<file path="config.mk">
export PLATFORM = sky130hd
export DESIGN_NAME = capture_ctrl
export DESIGN_NICKNAME = d
export VERILOG_FILES = /design/src/rtl/capture_pkg.sv /design/src/rtl/vsync_edge.sv /design/src/rtl/capture_ctrl.sv
export SDC_FILE = /design/constraint.sdc
export NUM_CORES = 1
export LEC_CHECK = 0
export CAP_MARGIN = 20
export CORE_MARGIN = 4
export CORE_UTILIZATION = 27
export DETAILED_ROUTE_END_ITERATION = 12
export PLACE_DENSITY_LB_ADDON = 0.3
export SYNTH_ARGS = -nofsm -noshare
export SYNTH_HDL_FRONTEND = slang
export SYNTH_SLANG_ARGS = --single-unit
</file>
<file path="constraint.sdc">
create_clock -name PCLK -period 2.3 [get_ports PCLK]
set_input_delay 0.69 -clock PCLK [delete_from_list [all_inputs] [get_ports PCLK]]
set_output_delay 0.69 -clock PCLK [all_outputs]
set_load 0.02 [all_outputs]
</file>
<file path="src/rtl/capture_pkg.sv">
// Shared constants for the OV7670 capture path (capturer, capture_ctrl, VGA reader).
// Holds the sequencer state encoding and the 160x120 RGB332 frame geometry.
package capture_pkg;

  localparam int unsigned HRes          = 160;
  localparam int unsigned VRes          = 120;
  localparam int unsigned Rgb332Width   = 8;
  localparam int unsigned DefaultPixels = HRes * VRes;

  typedef enum logic [2:0] {
    StIdle = 3'd0,
    StArm  = 3'd1,
    StSync = 3'd2,
    StCap  = 3'd3,
    StDone = 3'd4
  } cap_state_e;

endpackage

</file>
<file path="src/rtl/vsync_edge.sv">
// VSYNC edge detector for the capture sequencer.
// Ports:
//   PCLK    - camera pixel clock
//   rst     - synchronous active-high reset
//   VSYNC   - camera VSYNC, high between frames
//   vs_rise - VSYNC went 0->1 this cycle (frame end)
//   vs_fall - VSYNC went 1->0 this cycle (frame start)
module vsync_edge (
  input  logic PCLK,
  input  logic rst,
  input  logic VSYNC,
  output logic vs_rise,
  output logic vs_fall
);

  logic vsync_q;

  // Resets high so a VSYNC already high at reset does not look like a rising edge.
  always_ff @(posedge PCLK) begin
    if (rst) begin
      vsync_q <= 1'b1;
    end else begin
      vsync_q <= VSYNC;
    end
  end

  assign vs_rise = VSYNC & ~vsync_q;
  assign vs_fall = ~VSYNC & vsync_q;

endmodule

</file>
<file path="src/rtl/capture_ctrl.sv">
// Frame-level sequencer between the OV7670 pixel capturer and the frame-buffer write port.
// Starts single or continuous captures on command, aligns them to VSYNC, gates the capturer's
// write strobe, counts pixels per frame and flags short/long frames.
// Optional watchdog: define CAPTURE_CTRL_TIMEOUT_EN to add TIMEOUT_CYCLES and err_timeout.
// Ports:
//   PCLK, rst          - pixel clock, synchronous active-high reset
//   VSYNC              - camera VSYNC (high between frames)
//   cmd_single/cont/stop - one-cycle command pulses
//   cap_wr             - capturer write strobe
//   mem_we             - gated RAM write enable
//   busy, frame_done   - not idle; one-cycle end-of-frame pulse
//   frame_cnt          - completed frames (wraps)
//   err_short/err_long - sticky frame size errors
//   err_timeout        - sticky watchdog error (only with CAPTURE_CTRL_TIMEOUT_EN)
module capture_ctrl import capture_pkg::*; #(
  parameter int unsigned PIXELS = DefaultPixels,
  parameter int unsigned CNT_W  = 15
`ifdef CAPTURE_CTRL_TIMEOUT_EN
  ,
  parameter int unsigned TIMEOUT_CYCLES = 2000000
`endif
) (
  input  logic       PCLK,
  input  logic       rst,
  input  logic       VSYNC,
  input  logic       cmd_single,
  input  logic       cmd_cont,
  input  logic       cmd_stop,
  input  logic       cap_wr,
  output logic       mem_we,
  output logic       busy,
  output logic       frame_done,
  output logic [7:0] frame_cnt,
  output logic       err_short,
  output logic       err_long
`ifdef CAPTURE_CTRL_TIMEOUT_EN
  ,
  output logic       err_timeout
`endif
);

  localparam logic [CNT_W-1:0] PixTarget = CNT_W'(PIXELS);

  cap_state_e       state_q, state_d;
  logic             wr_gate_q, wr_gate_d;
  logic             mode_cont_q, mode_cont_d;
  logic             stop_req_q, stop_req_d;
  logic             err_short_q, err_short_d;
  logic             err_long_q, err_long_d;
  logic [CNT_W-1:0] pix_cnt_q, pix_cnt_d;
  logic [7:0]       frame_cnt_q, frame_cnt_d;
  logic             cap_wr_q;
  logic             vs_rise, vs_fall;
  logic             wr_rise, overflow;

  vsync_edge u_vsync_edge (
    .PCLK    (PCLK),
    .rst     (rst),
    .VSYNC   (VSYNC),
    .vs_rise (vs_rise),
    .vs_fall (vs_fall)
  );

  assign wr_rise  = cap_wr & ~cap_wr_q;
  // Blocks the extra write in the very cycle it appears so the address never wraps.
  assign overflow = (state_q == StCap) & wr_rise & (pix_cnt_q == PixTarget);
  assign mem_we   = cap_wr & wr_gate_q & ~overflow & ~rst;

`ifdef CAPTURE_CTRL_TIMEOUT_EN
  localparam int unsigned WdogW = $clog2(TIMEOUT_CYCLES + 1);
  logic [WdogW-1:0] wdog_q, wdog_d;
  logic             err_timeout_q, err_timeout_d;
  logic             active;
`endif

  always_comb begin
    state_d     = state_q;
    wr_gate_d   = wr_gate_q;
    mode_cont_d = mode_cont_q;
    stop_req_d  = stop_req_q;
    err_short_d = err_short_q;
    err_long_d  = err_long_q;
    pix_cnt_d   = pix_cnt_q;
    frame_cnt_d = frame_cnt_q;
    frame_done  = 1'b0;

    unique case (state_q)
      StIdle: begin
        // Stop outranks the start commands even though it has no effect here.
        if (!cmd_stop && (cmd_single || cmd_cont)) begin
          state_d     = StArm;
          mode_cont_d = ~cmd_single;
          err_short_d = 1'b0;
          err_long_d  = 1'b0;
          stop_req_d  = 1'b0;
        end
      end
      StArm: begin
        if (cmd_stop) begin
          state_d = StIdle;
        end else if (VSYNC) begin
          state_d = StSync;
        end
      end
      StSync: begin
        if (cmd_stop) begin
          state_d = StIdle;
        end else if (vs_fall) begin
          state_d   = StCap;
          wr_gate_d = 1'b1;
          pix_cnt_d = '0;
        end
      end
      StCap: begin
        if (cmd_stop) begin
          stop_req_d = 1'b1;
        end
        if (wr_rise) begin
          if (pix_cnt_q == PixTarget) begin
            wr_gate_d  = 1'b0;
            err_long_d = 1'b1;
          end else begin
            pix_cnt_d = pix_cnt_q + 1'b1;
          end
        end
        if (vs_rise) begin
          state_d   = StDone;
          wr_gate_d = 1'b0;
        end
      end
      StDone: begin
        frame_done  = 1'b1;
        frame_cnt_d = frame_cnt_q + 8'd1;
        if (pix_cnt_q < PixTarget) begin
          err_short_d = 1'b1;
        end
        if (mode_cont_q && !stop_req_q && !cmd_stop) begin
          state_d = StSync;
        end else begin
          state_d = StIdle;
        end
      end
      default: begin
        state_d   = StIdle;
        wr_gate_d = 1'b0;
      end
    endcase

`ifdef CAPTURE_CTRL_TIMEOUT_EN
    active        = (state_q == StArm) || (state_q == StSync) || (state_q == StCap);
    err_timeout_d = err_timeout_q;
    if (active && (wdog_q == WdogW'(TIMEOUT_CYCLES - 1))) begin
      state_d       = StIdle;
      wr_gate_d     = 1'b0;
      err_timeout_d = 1'b1;
    end
    if ((state_q == StIdle) && (state_d == StArm)) begin
      err_timeout_d = 1'b0;
    end
    if (state_d != state_q || !active) begin
      wdog_d = '0;
    end else begin
      wdog_d = wdog_q + 1'b1;
    end
`endif
  end

  always_ff @(posedge PCLK) begin
    if (rst) begin
      state_q     <= StIdle;
      wr_gate_q   <= 1'b0;
      mode_cont_q <= 1'b0;
      stop_req_q  <= 1'b0;
      err_short_q <= 1'b0;
      err_long_q  <= 1'b0;
      pix_cnt_q   <= '0;
      frame_cnt_q <= '0;
      cap_wr_q    <= 1'b0;
    end else begin
      state_q     <= state_d;
      wr_gate_q   <= wr_gate_d;
      mode_cont_q <= mode_cont_d;
      stop_req_q  <= stop_req_d;
      err_short_q <= err_short_d;
      err_long_q  <= err_long_d;
      pix_cnt_q   <= pix_cnt_d;
      frame_cnt_q <= frame_cnt_d;
      cap_wr_q    <= cap_wr;
    end
  end

`ifdef CAPTURE_CTRL_TIMEOUT_EN
  always_ff @(posedge PCLK) begin
    if (rst) begin
      wdog_q        <= '0;
      err_timeout_q <= 1'b0;
    end else begin
      wdog_q        <= wdog_d;
      err_timeout_q <= err_timeout_d;
    end
  end

  assign err_timeout = err_timeout_q;
`endif

  assign busy      = (state_q != StIdle);
  assign frame_cnt = frame_cnt_q;
  assign err_short = err_short_q;
  assign err_long  = err_long_q;

endmodule

</file>
==> key figures, run 1 <==
GRT
  • Grt ovf: 0
  • Vias in the first global route: 1542
  • Largest net degree at the start of global routing: 26
  • GRT Util Overall: 10.6%
  • Number of antenna violations at the first check in global routing: 0
  • First-pass GRT wire length: 7130 um

Yosys
  • Synth Cell Area: 1810 um2
  • Mean Syn Cell Area: 9.05 um2
  • Post-synth ARST share: 0%
  • Synth Area in Compound Gates: 17.9%
  • Yosys warns: 0
  • Mux cell area share after synthesis: 0.553%
  • Seq/Total Area, Yosys: 36.5%
  • Top_reg_cell synth: dfxtp_1
  • Combinational family with the most area after synthesis: simple AND/OR/NAND/NOR gates
  • Cell taking the most area after synthesis: dfxtp_1
  • Syn nets: 210
  • #FFs+latches synth: 33
  • Top-area cell type share of the netlist area: 36.5%
  • Syn Inst Count: 200
  • Post-Synth Simple-Gate Area: 31.2%
  • Synth Area in Adders: 2.07%
  • Leading post-synthesis cells by cell area: dfxtp_1 36%, nor2_1 6.2%, xor2_1 4.4%
  • Unique cell type count in the Yosys netlist: 55
  • Synth Area in XOR/XNOR: 7.26%
  • EDFF count, synth: 0

Power and ir drop
  • Sw Share: 22.6%
  • Worst VDD drop: 0.409 mV
  • PD cells: 509 nW/um2
  • Psw: 275 uW
  • Clk network pwr share: 45.3%
  • Internal power: 941 uW
  • Leakage Power: 0.000947 uW
  • Sequential power share: 47.7%
  • Logic pwr share: 6.9%

Floorplanning
  • Core area: 6420 um2
  • Starting density of the core: 28.2%
  • I/O pin count: 20
  • Die height: 89.9 um
  • Std cell rows: 29
  • DIE AREA: 8080 um2
  • Die Span X: 89.9 um

Place
  • Post-DP HPWL: 3030 um
  • GPL Wtd Cong: 0.807
  • PortBufs: 19

STA
  • Final worst-path cycle share: 98.5%
  • Final Max Tran Viols: 0
  • Min Tclk post-route: 2.27 ns
  • Final Hold Fails: 0
  • Slew HR: 74.3%
  • Setup Viol. Count Final: 0
  • TNS Setup: 0 ns
  • Fmax: 441 MHz
  • Worst Skew: 0.00691 ns
  • Worst slew pin tran: 0.375 ns

Final layout
  • Area Overhead vs Synth: 31.9%
  • Post-layout util: 37.2%
  • Fraction of layout cells with a size suffix above 1: 26.2%
  • Post-layout nets: 257
  • Inserted Diodes: 0
  • Commonest non-fill, non-tap cell in the layout: dfxtp_1
  • Commonest cells after routing, fill and taps aside: 33 x dfxtp_1, 32 x buf_4, 29 x nor2_1, 15 x clkdlybuf4s50_1, 13 x a21oi_1

Min path
  • Worst hold path type: reg -> reg
  • Worst hold endpoint: mode_cont_q$_SDFFE_PP0P_
  • Startpoint of the worst hold path: mode_cont_q$_SDFFE_PP0P_
  • Hold depth: 2

Worst setup path
  • CP delay by family, top: buffers and inverters
  • Critical Path, Cell by Cell: clkdlybuf4s50_1 -> nor2b_1 -> nand2_1 -> nor2_1 -> buf_4
  • Reg-to-reg endpoint: pix_cnt_q[6]$_SDFFE_PP0P_
  • Crit end category: output pin
  • RR Startpoint: pix_cnt_q[0]$_SDFFE_PP0P_
  • Critical path class: in -> out
  • R2R depth: 8
  • Critical path buffer and inverter count: 2
  • Startpoint types: input pin
  • Crit-path max FO: 2
  • Crit path largest cell delay: 0.42 ns
  • R2R setup slack: 0.51 ns
  • Crit path required time: 1.61 ns
  • Max stage delay cell, worst path: clkdlybuf4s50_1
  • Critical Path AT: 1.58 ns

Drt
  • Wire per inst: 12.6 um
  • Drt pass-1 iters: 4
  • Drt drc: 0
  • Post-DRT Antenna Nets: 0
  • Final WL: 4100 um
  • Vias after detailed routing: 1553
  • DRT iter0 DRCs: 94
  • Avg Vias per Cell: 4.78

Clocking
  • CTS clk-pin slew, worst paths: 0.07 ns
  • Clk Tree Root Cell: clkbuf_8
  • Inserted Clock Buffers: 5
  • Buffer levels on the longest clock path: 2
  • Clock Latency Late Sink: 0.29 ns
  • H-tree level count: 2
  • CTS tree: yes
  • Clk sinks: 33
  • CTS Hold Buffers Added: 0

Status
  • Outcome: complete, no violations

Job
  • Max Cap Violations: 0
## cells by family (layout without fill, tap and decap cells)
logic type / after synthesis / count (layout)
XOR/XNOR: 15 / 15
multiplexers: 1 / 1
adder cells (fa/ha/maj): 3 / 3
AO/OA/AOI/OAI: 44 / 44
flip-flops: 33 / 33
AND/OR/NAND/NOR: 90 / 90
buffers and inverters: 14 / 62
## stage by stage
stage | power (uW) | std cells | hold WS [ns] | area, um2 | worst slack [ns]
final | 1220 | 325 | 0.502 | 2390 | 0.0335
after global routing | 1270 | 325 | 0.531 | 2390 | -0.00642
after CTS | 1240 | 324 | 0.502 | 2370 | 0.0127
after detailed placement | 678 | 316 | 0.491 | 2260 | -0.726
after global placement | 678 | 316 | 0.463 | 2260 | -0.689
after floorplan | 646 | 200 | 0.473 | 1810 | 0.154
## final cells by class
| cell class | count | area, um2 |
|---|---|---|
| multi-input cells | 153 | 1090 |
| clock buffers | 5 | 68.8 |
| flip-flops and latches | 33 | 661 |
| repair buffers | 50 | 413 |
| well taps | 77 | 96.3 |
| inverters | 4 | 15.0 |
| clock inverters | 3 | 46.3 |
| fillers | 646 | 4040 |
## how the worst max path moves through the flow
stage | startpoint | to | slack [ns] | cells after the start
after floorplan | cap_wr | mem_we | 0.15 | 4
after global placement | cap_wr | mem_we | -0.69 | 6
after detailed placement | cap_wr | mem_we | -0.73 | 6
after CTS | cap_wr | mem_we | 0.01 | 6
after global routing | rst | mem_we | -0.006 | 5
final | rst | mem_we | 0.03 | 5
## registers in the layout (all words and copies together), names as in the netlist
register and flops:
u_vsync_edge.vsync_q 1, frame_cnt 8, mode_cont_q 1, err_long 1
stop_req_q 1, cap_wr_q 1, state_q 3, pix_cnt_q 15
err_short 1, wr_gate_q 1
## cells in the mapped netlist (3+ instances only)
cell type / number
nor2_1: 30
o2111ai_1: 4
nand4_1: 6
inv_1: 4
a211oi_1: 4
nand2_1: 8
buf_6: 3
or3_1: 3
nand3_1: 5
dfxtp_1: 33
clkbuf_1: 4
a21oi_1: 13
ha_1: 3
xnor2_1: 6
nor3_1: 7
o21ai_0: 11
xor2_1: 9
## worst min-delay path: stages (launching register included)
cell and delay [ns]:
dfxtp_1 0.31, nor2_1 0.10, a211oi_1 0.05
## layer usage
| metal | global-route usage [%] | vias to the layer above | routed length [um] |
|---|---|---|---|
| met5 | 0 | - | 0 |
| met4 | 3.70 | 0 | 40 |
| li1 | - | 818 | - |
| met2 | 15.4 | 15 | 1830 |
| met1 | 15.0 | 715 | 2120 |
| met3 | 2.84 | 5 | 106 |
## power by group through the flow
| stage | clock, uW | sequential [uW] | combinational, uW |
|---|---|---|---|
| global route | 595 | 581 | 92.8 |
| floorplan | 0 | 594 | 51.8 |
| detailed placement | 0 | 593 | 84.5 |
| finish | 551 | 580 | 84.4 |
| global placement | 0 | 593 | 84.5 |
| CTS | 571 | 580 | 83.8 |
## timing repair
item	in CTS	in global routing
resized for setup	11	5
pin swaps	0	2
setup endpoints to repair	3	1
setup buffers	0	1
cloned	0	0
Note: power is estimated with default switching activity, not from simulation.
==> run 2, diff against run 1 <==
SETUP_SLACK_MARGIN = 0.5   (was default)
==> run 2 against run 1 <==
Net effect:
- critical path depth is the same
- global-route usage is essentially flat
- clock-buffer cell count is the same
- largest power group unchanged
- sequential cell count is the same
- clock power shrank 21%
==> key figures, run 2 (synthesis gave the netlist of run 1 again) <==
GRT
  • Number of antenna violations at the first check in global routing: 0
  • First-pass GRT wire length: 7110 um
  • Vias in the first global route: 1569
  • Largest net degree at the start of global routing: 26
  • Grt ovf: 0
  • GRT Util Overall: 10.5%

Worst setup path
  • Crit end category: output pin
  • Startpoint types: input pin
  • Critical path class: in -> out
  • Crit-path max FO: 2
  • Critical Path AT: 1.54 ns
  • Crit path required time: 1.61 ns
  • R2R setup slack: 0.51 ns

Clocking
  • CTS clk-pin slew, worst paths: 0.07 ns
  • Buffer levels on the longest clock path: 2
  • H-tree level count: 2
  • CTS Hold Buffers Added: 0
  • CTS tree: yes
  • Clock Latency Late Sink: 0.28 ns
  • Clk Tree Root Cell: clkbuf_8
  • Inserted Clock Buffers: 5
  • Clk sinks: 33

Final layout
  • Max FFs per register: 15
  • Inserted Diodes: 0
  • Fin area: 2490 um2
  • Reg with most FFs: pix_cnt_q
  • Commonest cells after routing, fill and taps aside: 33 x buf_4, 28 x nor2_1, 26 x dfxtp_1, 13 x a21oi_1
  • Fraction of layout cells with a size suffix above 1: 34.0%
  • Fillers: 622
  • Post-layout nets: 262
  • Area Overhead vs Synth: 37.7%
  • Post-layout util: 38.8%
  • Register area: 672 um2
  • Commonest non-fill, non-tap cell in the layout: buf_4
  • Multi-input logic area: 1160 um2

Place
  • PortBufs: 19
  • GPL Wtd Cong: 0.806
  • Placed cell area: 2260 um2
  • Post-DP HPWL: 2990 um

STA
  • Setup Viol. Count Final: 0
  • Final worst-path cycle share: 96.8%
  • Fmax: 449 MHz
  • Min Tclk post-route: 2.23 ns
  • Worst Skew: 0.00598 ns
  • Worst slew pin tran: 0.383 ns
  • Final Max Tran Viols: 0
  • RSZ-0062 raised after global routing: yes
  • Final Hold Fails: 0
  • Slew HR: 73.8%

Floorplanning
  • Die Span X: 89.9 um
  • DIE AREA: 8080 um2
  • Starting density of the core: 28.2%
  • Std cell rows: 29
  • I/O pin count: 20
  • Die height: 89.9 um
  • Core area: 6420 um2

Drt
  • Wire per inst: 12.9 um
  • Vias after detailed routing: 1589
  • Post-DRT Antenna Nets: 0
  • Final WL: 4240 um
  • Avg Vias per Cell: 4.82
  • Drt drc: 0
  • Drt pass-1 iters: 4
  • DRT iter0 DRCs: 68

Power and ir drop
  • Leakage Power: 0.00103 uW
  • PD cells: 443 nW/um2
  • Psw: 276 uW
  • Logic pwr share: 7.9%
  • Internal power: 827 uW
  • Worst VDD drop: 0.241 mV
  • Clk network pwr share: 39.5%
  • Sw Share: 25.0%
  • Sequential power share: 52.6%

Job
  • Max Cap Violations: 0

Min path
  • Worst hold path type: reg -> reg

Status
  • Outcome: complete, no violations
==> run 2: cell types whose count changed in the layout (fill, tap and decap cells not counted), sizes merged <==
cell,before,now
clkdlybuf4s50,15,3
dlygate4sd2,2,11
buf,32,40
bufinv,1,0
clkbuf,6,5
clkdlybuf4s15,0,1
clkinv,1,2
==> run 2: path summary, 6_finish.rpt <==
kind,start,depth (start not counted),to
setup / recovery,rst,5,mem_we
hold / removal,err_long$_SDFFE_PP0P_,2,err_long$_SDFFE_PP0P_
setup reg to reg,pix_cnt_q[1]$_SDFFE_PP0P_,9,pix_cnt_q[6]$_SDFFE_PP0P_
hold reg to reg,err_long$_SDFFE_PP0P_,2,err_long$_SDFFE_PP0P_
==> run 2: timing repair <==
item,in CTS,in global routing
endpoints found under the hold margin,0,0
pin swaps,9,12
gates resized for setup,42,19
endpoints found under the setup margin,31,17
buffers inserted,5,2
==> run 2: power groups by stage <==
| stage | logic [uW] | registers (uW) | clock network (uW) |
|---|---|---|---|
| final | 86.8 | 581 | 436 |
| after global routing | 95.5 | 581 | 481 |
| after CTS | 85.7 | 581 | 455 |
| after detailed placement | 83.2 | 595 | 0 |
| after global placement | 83.6 | 595 | 0 |
| after floorplan | 53.1 | 594 | 0 |
==> run 2: metal layers <==
metal  routed length, um  global-route usage (%)  up-vias
met1                2070                    13.9      734
met4                  21                    2.93        0
met5                   0                       0        -
met2                2010                    16.8       25
li1                    -                       -      828
met3                 145                    3.01        2
==> run 2: through the flow <==
step / total power [uW] / setup WS, ns / hold slack (ns) / TNS (ns) / instances
5_1_grt: 1160 / -0.00993 / 0.517 / -0.00993 / 330
3_3_place_gp: 679 / -0.608 / 0.463 / -1.06 / 315
4_1_cts: 1120 / 0.0485 / 0.491 / 0 / 328
3_5_place_dp: 678 / -0.614 / 0.477 / -1.00 / 315
6_report: 1100 / 0.0728 / 0.481 / 0 / 330
2_1_floorplan: 648 / 0.278 / 0.473 / 0 / 200
==> run 2: worst max-delay path, stage by stage <==
cell and delay, ns:
clkdlybuf4s50_1 0.41, nor2b_1 0.14, nand2_1 0.08, nor2_2 0.09, buf_6 0.12
==> run 2: final cells by class <==
| cell class | instances | area share (%) |
|---|---|---|
| inverter | 4 | 0.602 |
| clock buffer | 5 | 2.76 |
| timing repair buffer | 55 | 18.5 |
| tap | 77 | 3.87 |
| sequential | 33 | 27.0 |
| multi-input combinational | 153 | 46.6 |
| clock inverter | 3 | 0.703 |
==> patch 1, RTL diff (flow settings as in run 2) <==
The parameter `CNT_W` goes from 15 to 17.
--- a/src/rtl/capture_ctrl.sv
+++ b/src/rtl/capture_ctrl.sv
@@ -14,7 +14,7 @@
 //   err_timeout        - sticky watchdog error (only with CAPTURE_CTRL_TIMEOUT_EN)
 module capture_ctrl import capture_pkg::*; #(
   parameter int unsigned PIXELS = DefaultPixels,
-  parameter int unsigned CNT_W  = 15
+  parameter int unsigned CNT_W  = 17
 `ifdef CAPTURE_CTRL_TIMEOUT_EN
   ,
   parameter int unsigned TIMEOUT_CYCLES = 2000000
Function: no difference found for any inputs over 10 cycles, from zero or initial values and one cycle with rst high; that may be too few to reach the edited logic, so the function may still have changed.
==> patch 1 against run 2 <==
Sequential share of layout area is 0.35 points lower; area after synthesis is 1.3% lower; sequential cell count is 2 higher; final area is 7.9% higher; combinational power is 31% higher; power is 7.4% higher; critical path depth is 1 higher; routed wire length is 15% higher; worst setup slack better by 0.087 ns; largest power group unchanged.
==> patch 1: results (changes against run 2) <==
| Metric | Value |
|---|---|
| Run status | `finished, final reports clean (unchanged)` |
| WL/cell | `13.6 um (was 12.9 um)` |
| Max VDD drop | `0.000336 V (was 0.000241 V)` |
| RR Startpoint | `state_q[0] (was pix_cnt_q[1])` |
| Detailed Route Iter0 Violations | `61 (was 68)` |
| Critical path's slowest cell | `dfxtp_2 (was clkdlybuf4s50_1)` |
| Place WS | `-0.508 ns (was -0.614 ns)` |
| First-pass GRT wire length | `7.44 mm (was 7.11 mm)` |
| Vias in the first global route | `1604 (was 1569)` |
| Syn nets | `225 (was 210)` |
| Worst Max-Slew Pin Slew | `0.369 ns (was 0.383 ns)` |
| Critical path arrival | `1.45 ns (was 1.54 ns)` |
| Fillers | `645 (was 622)` |
| Largest stage delay, worst path | `0.33 ns (was 0.41 ns)` |
| Synth cell count leaders | `dfxtp_1, nor2_1, nand2_1 (was dfxtp_1, nor2_1, a21oi_1)` |
| Dominant cells by area after synthesis | `dfxtp_1, nor2_1, o21ai_0, nand2_1, o21ai_1 (was dfxtp_1, nor2_1, xor2_1, a21oi_1, o21ai_0)` |
| Placer congestion estimate | `0.820 (was 0.806)` |
| Nets@finish | `294 (was 262)` |
| DP Wirelength | `3.19 mm (was 2.99 mm)` |
| Syn Area/Cell | `8.31 um^2 (was 9.05 um^2)` |
| Largest net degree at the start of global routing | `18 (was 26)` |
| R2R depth | `7 (was 9)` |
| Worst Skew | `0.00400 ns (was 0.00598 ns)` |
| Hold Path Sink | `err_long (unchanged)` |
| Cell variety after synth | `50 (was 55)` |
| Vias per cell | `4.97 (was 4.82)` |
| Overall Global Routing Usage | `12.0% (was 10.5%)` |
| Largest register FFs | `17 (was 15)` |
| Placed insts | `334 (was 315)` |
| Sequential fraction of the synthesis area | `39.2% (was 36.5%)` |
| Delay-heaviest family, CP | `simple AND/OR/NAND/NOR gates (was buffers and inverters)` |
| Drt total wl | `4.89 mm (was 4.24 mm)` |
| RR Endpoint | `pix_cnt_q[10] (was pix_cnt_q[6])` |
-- patch 1: changes by cell type after synthesis, moves of 5 or more --
| cell | before | now |
|---|---|---|
| nand3_1 | 5 | 10 |
| nand2_1 | 8 | 17 |
| inv_1 | 4 | 9 |
| o21ai_1 | 0 | 12 |
| a21oi_1 | 13 | 7 |
-- patch 1: worst reg2reg max path, delay by kind of cell (launching register included) --
| family | cells | cell delay [ns] |
|---|---|---|
| DFF | 1 | 0.37 |
| buffers and inverters | 2 | 0.28 |
| AOI/OAI and AO/OA | 4 | 0.48 |
| and+or+nand+nor | 1 | 0.55 |
-- patch 1: worst max-delay path by stage --
stage	cells after the start	from	slack [ns]	to
after global placement	5	cap_wr	-0.48	mem_we
after CTS	5	pix_cnt_q[10]	0.15	mem_we
after global routing	6	pix_cnt_q[1]	0.1	mem_we
after floorplan	4	rst	0.42	mem_we
after detailed placement	5	cap_wr	-0.51	mem_we
final	6	pix_cnt_q[1]	0.16	mem_we
-- patch 1: repair_timing --
| action | CTS | global route |
|---|---|---|
| cloned | 1 | 1 |
| pin swaps | 10 | 15 |
| hold buffers | 0 | 0 |
| setup endpoints to repair | 34 | 21 |
| gates resized for setup | 49 | 34 |
| buffers inserted | 1 | 17 |
| endpoints found under the hold margin | 0 | 0 |
-- patch 1: logic make-up after synthesis --
logic type	after synthesis	synth area share, %
simple gates	99	30.7
buf+inv	17	4.55
flops	35	39.2
fa+ha+maj	3	2.10
compound gates	51	18.3
mux	3	1.68
xor+xnor	7	3.43
-- patch 1: area by class of cell --
cell class,count,area (um^2),area share (%)
Clock buffer,6,82.6,3.07
Clock inverter,1,5.00,0.186
Inverter,9,33.8,1.26
Multi-Input combinational cell,164,1170,43.4
Sequential cell,35,716,26.6
Tap cell,77,96.3,3.58
Timing Repair Buffer,69,588,21.9
-- patch 1: metal layers --
layer  up-vias  share of wire (%)  GRT usage, %
met2        32                 47          17.9
met4         0                2.2          4.47
li1        915                  -             -
met5         -                  0             0
met1       838                 48          16.1
met3        10                3.1          3.69
-- patch 1: metrics by stage --
step                      hold slack (ns)  util (%)
after floorplan                     0.458         -
after global placement              0.453      35.9
after detailed placement            0.449      35.9
after CTS                           0.468      37.9
after global routing                0.501      42.1
final                               0.460      42.1
-- patch 1: power groups by stage --
stage,sequential [W],combinational [W],clock [W]
floorplan,0.000632,0.0000567,0
global placement,0.000634,0.0000911,0
detailed placement,0.000635,0.0000914,0
CTS,0.000621,0.0000931,0.000472
global route,0.000620,0.000122,0.000503
finish,0.000619,0.000114,0.000451
==> patch 2, RTL diff (flow settings as in run 2) <==
Made on the original files. Register the outputs `mem_we` and `busy`, with the module's reset; this adds one clock of latency there. The other outputs are not delayed to match. Comments in the files are not updated.
--- a/src/rtl/capture_ctrl.sv
+++ b/src/rtl/capture_ctrl.sv
@@ -64,7 +64,6 @@
   assign wr_rise  = cap_wr & ~cap_wr_q;
   // Blocks the extra write in the very cycle it appears so the address never wraps.
   assign overflow = (state_q == StCap) & wr_rise & (pix_cnt_q == PixTarget);
-  assign mem_we   = cap_wr & wr_gate_q & ~overflow & ~rst;
 
 `ifdef CAPTURE_CTRL_TIMEOUT_EN
   localparam int unsigned WdogW = $clog2(TIMEOUT_CYCLES + 1);
@@ -203,7 +202,15 @@
   assign err_timeout = err_timeout_q;
 `endif
 
-  assign busy      = (state_q != StIdle);
+  always_ff @(posedge PCLK) begin
+    if (rst) begin
+      mem_we <= '0;
+      busy   <= '0;
+    end else begin
+      mem_we <= cap_wr & wr_gate_q & ~overflow & ~rst;
+      busy   <= (state_q != StIdle);
+    end
+  end
   assign frame_cnt = frame_cnt_q;
   assign err_short = err_short_q;
   assign err_long  = err_long_q;
Function: changed (a bounded check fails within 4 cycles, from zero or initial values and one cycle with rst high).
==> patch 2 against run 2 <==
Utilization fell by 2.0 points; clock skew decreased by 0.0021 ns; hold slack got worse by 0.0098 ns; final area fell by 3.6%; area after synthesis up 2.7%; sequential cell count rose by 2; power increased by 2.6%; worst setup slack improved by 0.34 ns; highest routed layer unchanged; routed wire length rose by 5.5%; via count grew 7.7%; sequential share of layout area up 2.4 points.
==> patch 2: results (changes against run 2) <==
| Metric | Value |
|---|---|
| Largest register FFs | `15 (unchanged)` |
| Initial antenna violation count | `0 (unchanged)` |
| First-pass GRT wire length | `7.42 mm (was 7.11 mm)` |
| Synth cell count leaders | `dfxtp_1, nand2_1, nor2_1 (was dfxtp_1, nor2_1, a21oi_1)` |
| Max VDD drop | `0.000180 V (was 0.000241 V)` |
| Num CTS Buffers | `5 (unchanged)` |
| Critical path arrival | `1.20 ns (was 1.54 ns)` |
| Placer congestion estimate | `0.768 (was 0.806)` |
| Main synth FF type | `dfxtp_1 (unchanged)` |
| Worst slew margin | `72.3% (was 73.8%)` |
| CTS clk-pin slew, worst paths | `0.07 ns (about the same)` |
| Pre-antenna DRT Iters | `4 (unchanged)` |
| Vias in the first global route | `1506 (was 1569)` |
| Crit-path max FO | `3 (was 2)` |
| Run status | `finished, final reports clean (unchanged)` |
| Clock Tree Root | `clkbuf_8 (unchanged)` |
| Yosys warning count | `0 (unchanged)` |
| Vias per cell | `5.20 (was 4.82)` |
| WL/cell | `13.6 um (was 12.9 um)` |
| DP Wirelength | `3.10 mm (was 2.99 mm)` |
| PortBufs | `19 (unchanged)` |
| Largest net degree at the start of global routing | `42 (was 26)` |
| Beginning of the worst hold path | `err_short (was err_long)` |
| Dominant cells by area after synthesis | `dfxtp_1, nand2_1, nor2_1, nor3_1, a311oi_1 (was dfxtp_1, nor2_1, xor2_1, a21oi_1, o21ai_0)` |
| Syn nets | `223 (was 210)` |
| Post-synth ARST share | `0% (unchanged)` |
| Layout cells sized above 1 | `22.6% (was 34.0%)` |
| Cell variety after synth | `58 (was 55)` |
| Clock Tree Buf Depth | `2 (unchanged)` |
| Reg with most FFs | `pix_cnt_q (unchanged)` |
| RR Startpoint | `pix_cnt_q[0] (was pix_cnt_q[1])` |
| Sequential fraction of the synthesis area | `37.7% (was 36.5%)` |
| # diodes | `0 (unchanged)` |
| Hold Crit Class | `reg -> reg (unchanged)` |
| Detailed Route Iter0 Violations | `64 (was 68)` |
| Critical path origin | `state_q[0] (was rst)` |
| H-tree levels | `2 (unchanged)` |
| Clock Latency Late Sink | `0.29 ns` |
| Overall Global Routing Usage | `11.0% (was 10.5%)` |
| Worst Skew | `0.00392 ns (was 0.00598 ns)` |
| Nets@finish | `261 (was 262)` |
| LEAKAGE | `0.947 nW (was 1.03 nW)` |
## patch 2: cell count changes after synthesis, sizes merged, moves of 6 or more
| cell | delta |
|---|---|
| o21ai | -6 |
| nor2 | -17 |
| nand2 | +11 |
| a31oi | +6 |
| xor2 | -6 |
| a21oi | -6 |
## patch 2: report_power, final
| group | internal [W] | switching (W) |
|---|---|---|
| Combinational | 0.0000359 | 0.0000401 |
| Clock | 0.000212 | 0.000231 |
| Sequential | 0.000611 | 0.00000216 |
| Total | 0.000859 | 0.000274 |
## patch 2: layout make-up
type | count | area [um^2]
inverter | 8 | 32.5
fill | 672 | 4130
tap | 77 | 96.3
timing repair buffer | 41 | 352
clock buffer | 6 | 72.6
clock inverter | 2 | 12.5
multi-input combinational | 160 | 1130
sequential | 35 | 706
## patch 2: repair_timing
| action | in CTS | in global routing |
|---|---|---|
| gates cloned | 0 | 1 |
| gates resized for setup | 24 | 14 |
| pin swaps | 3 | 4 |
| buffers inserted | 0 | 4 |
| setup endpoints to repair | 29 | 12 |
## patch 2: logic make-up (layout without fill, tap and decap cells)
group / Yosys count / count (layout) / share of synthesized area, %
mux: 3 / 3 / 1.82
flops: 35 / 35 / 37.7
xor+xnor: 7 / 7 / 3.30
simple gates: 101 / 102 / 31.7
fa+ha+maj: 3 / 3 / 2.02
buf+inv: 19 / 57 / 5.38
compound gates: 45 / 45 / 18.1
## patch 2: metal layers
layer	global-route usage, %	share of wire [%]	vias to the layer above
li1	-	-	873
met1	14.5	49	794
met2	16.3	44	37
met3	3.97	5.0	7
met4	4.02	2.0	0
met5	0	0	-
## patch 2: path summary, 6_finish.rpt
kind	endpoint	slack (ns)	cells past startpoint
max	frame_done	0.41	3
min	err_short	0.47	1
max reg2reg	pix_cnt_q[14]	0.57	6
min reg2reg	err_short	0.47	1
## patch 2: critical path: stages (launching register included)
cell     delay (ns)
dfxtp_1        0.31
or3b_4         0.41
inv_4          0.07
buf_6          0.11
## patch 2: stage by stage
stage | total power, W | hold slack (ns) | setup slack [ns] | cells | area (um^2)
after floorplan | 0.000669 | 0.452 | 0.493 | 213 | 1870
after global placement | 0.000704 | 0.454 | 0.0249 | 316 | 2230
after detailed placement | 0.000704 | 0.460 | 0.0214 | 316 | 2230
after CTS | 0.00114 | 0.476 | 0.283 | 324 | 2300
after global routing | 0.00118 | 0.511 | 0.367 | 329 | 2400
final | 0.00113 | 0.471 | 0.413 | 329 | 2400
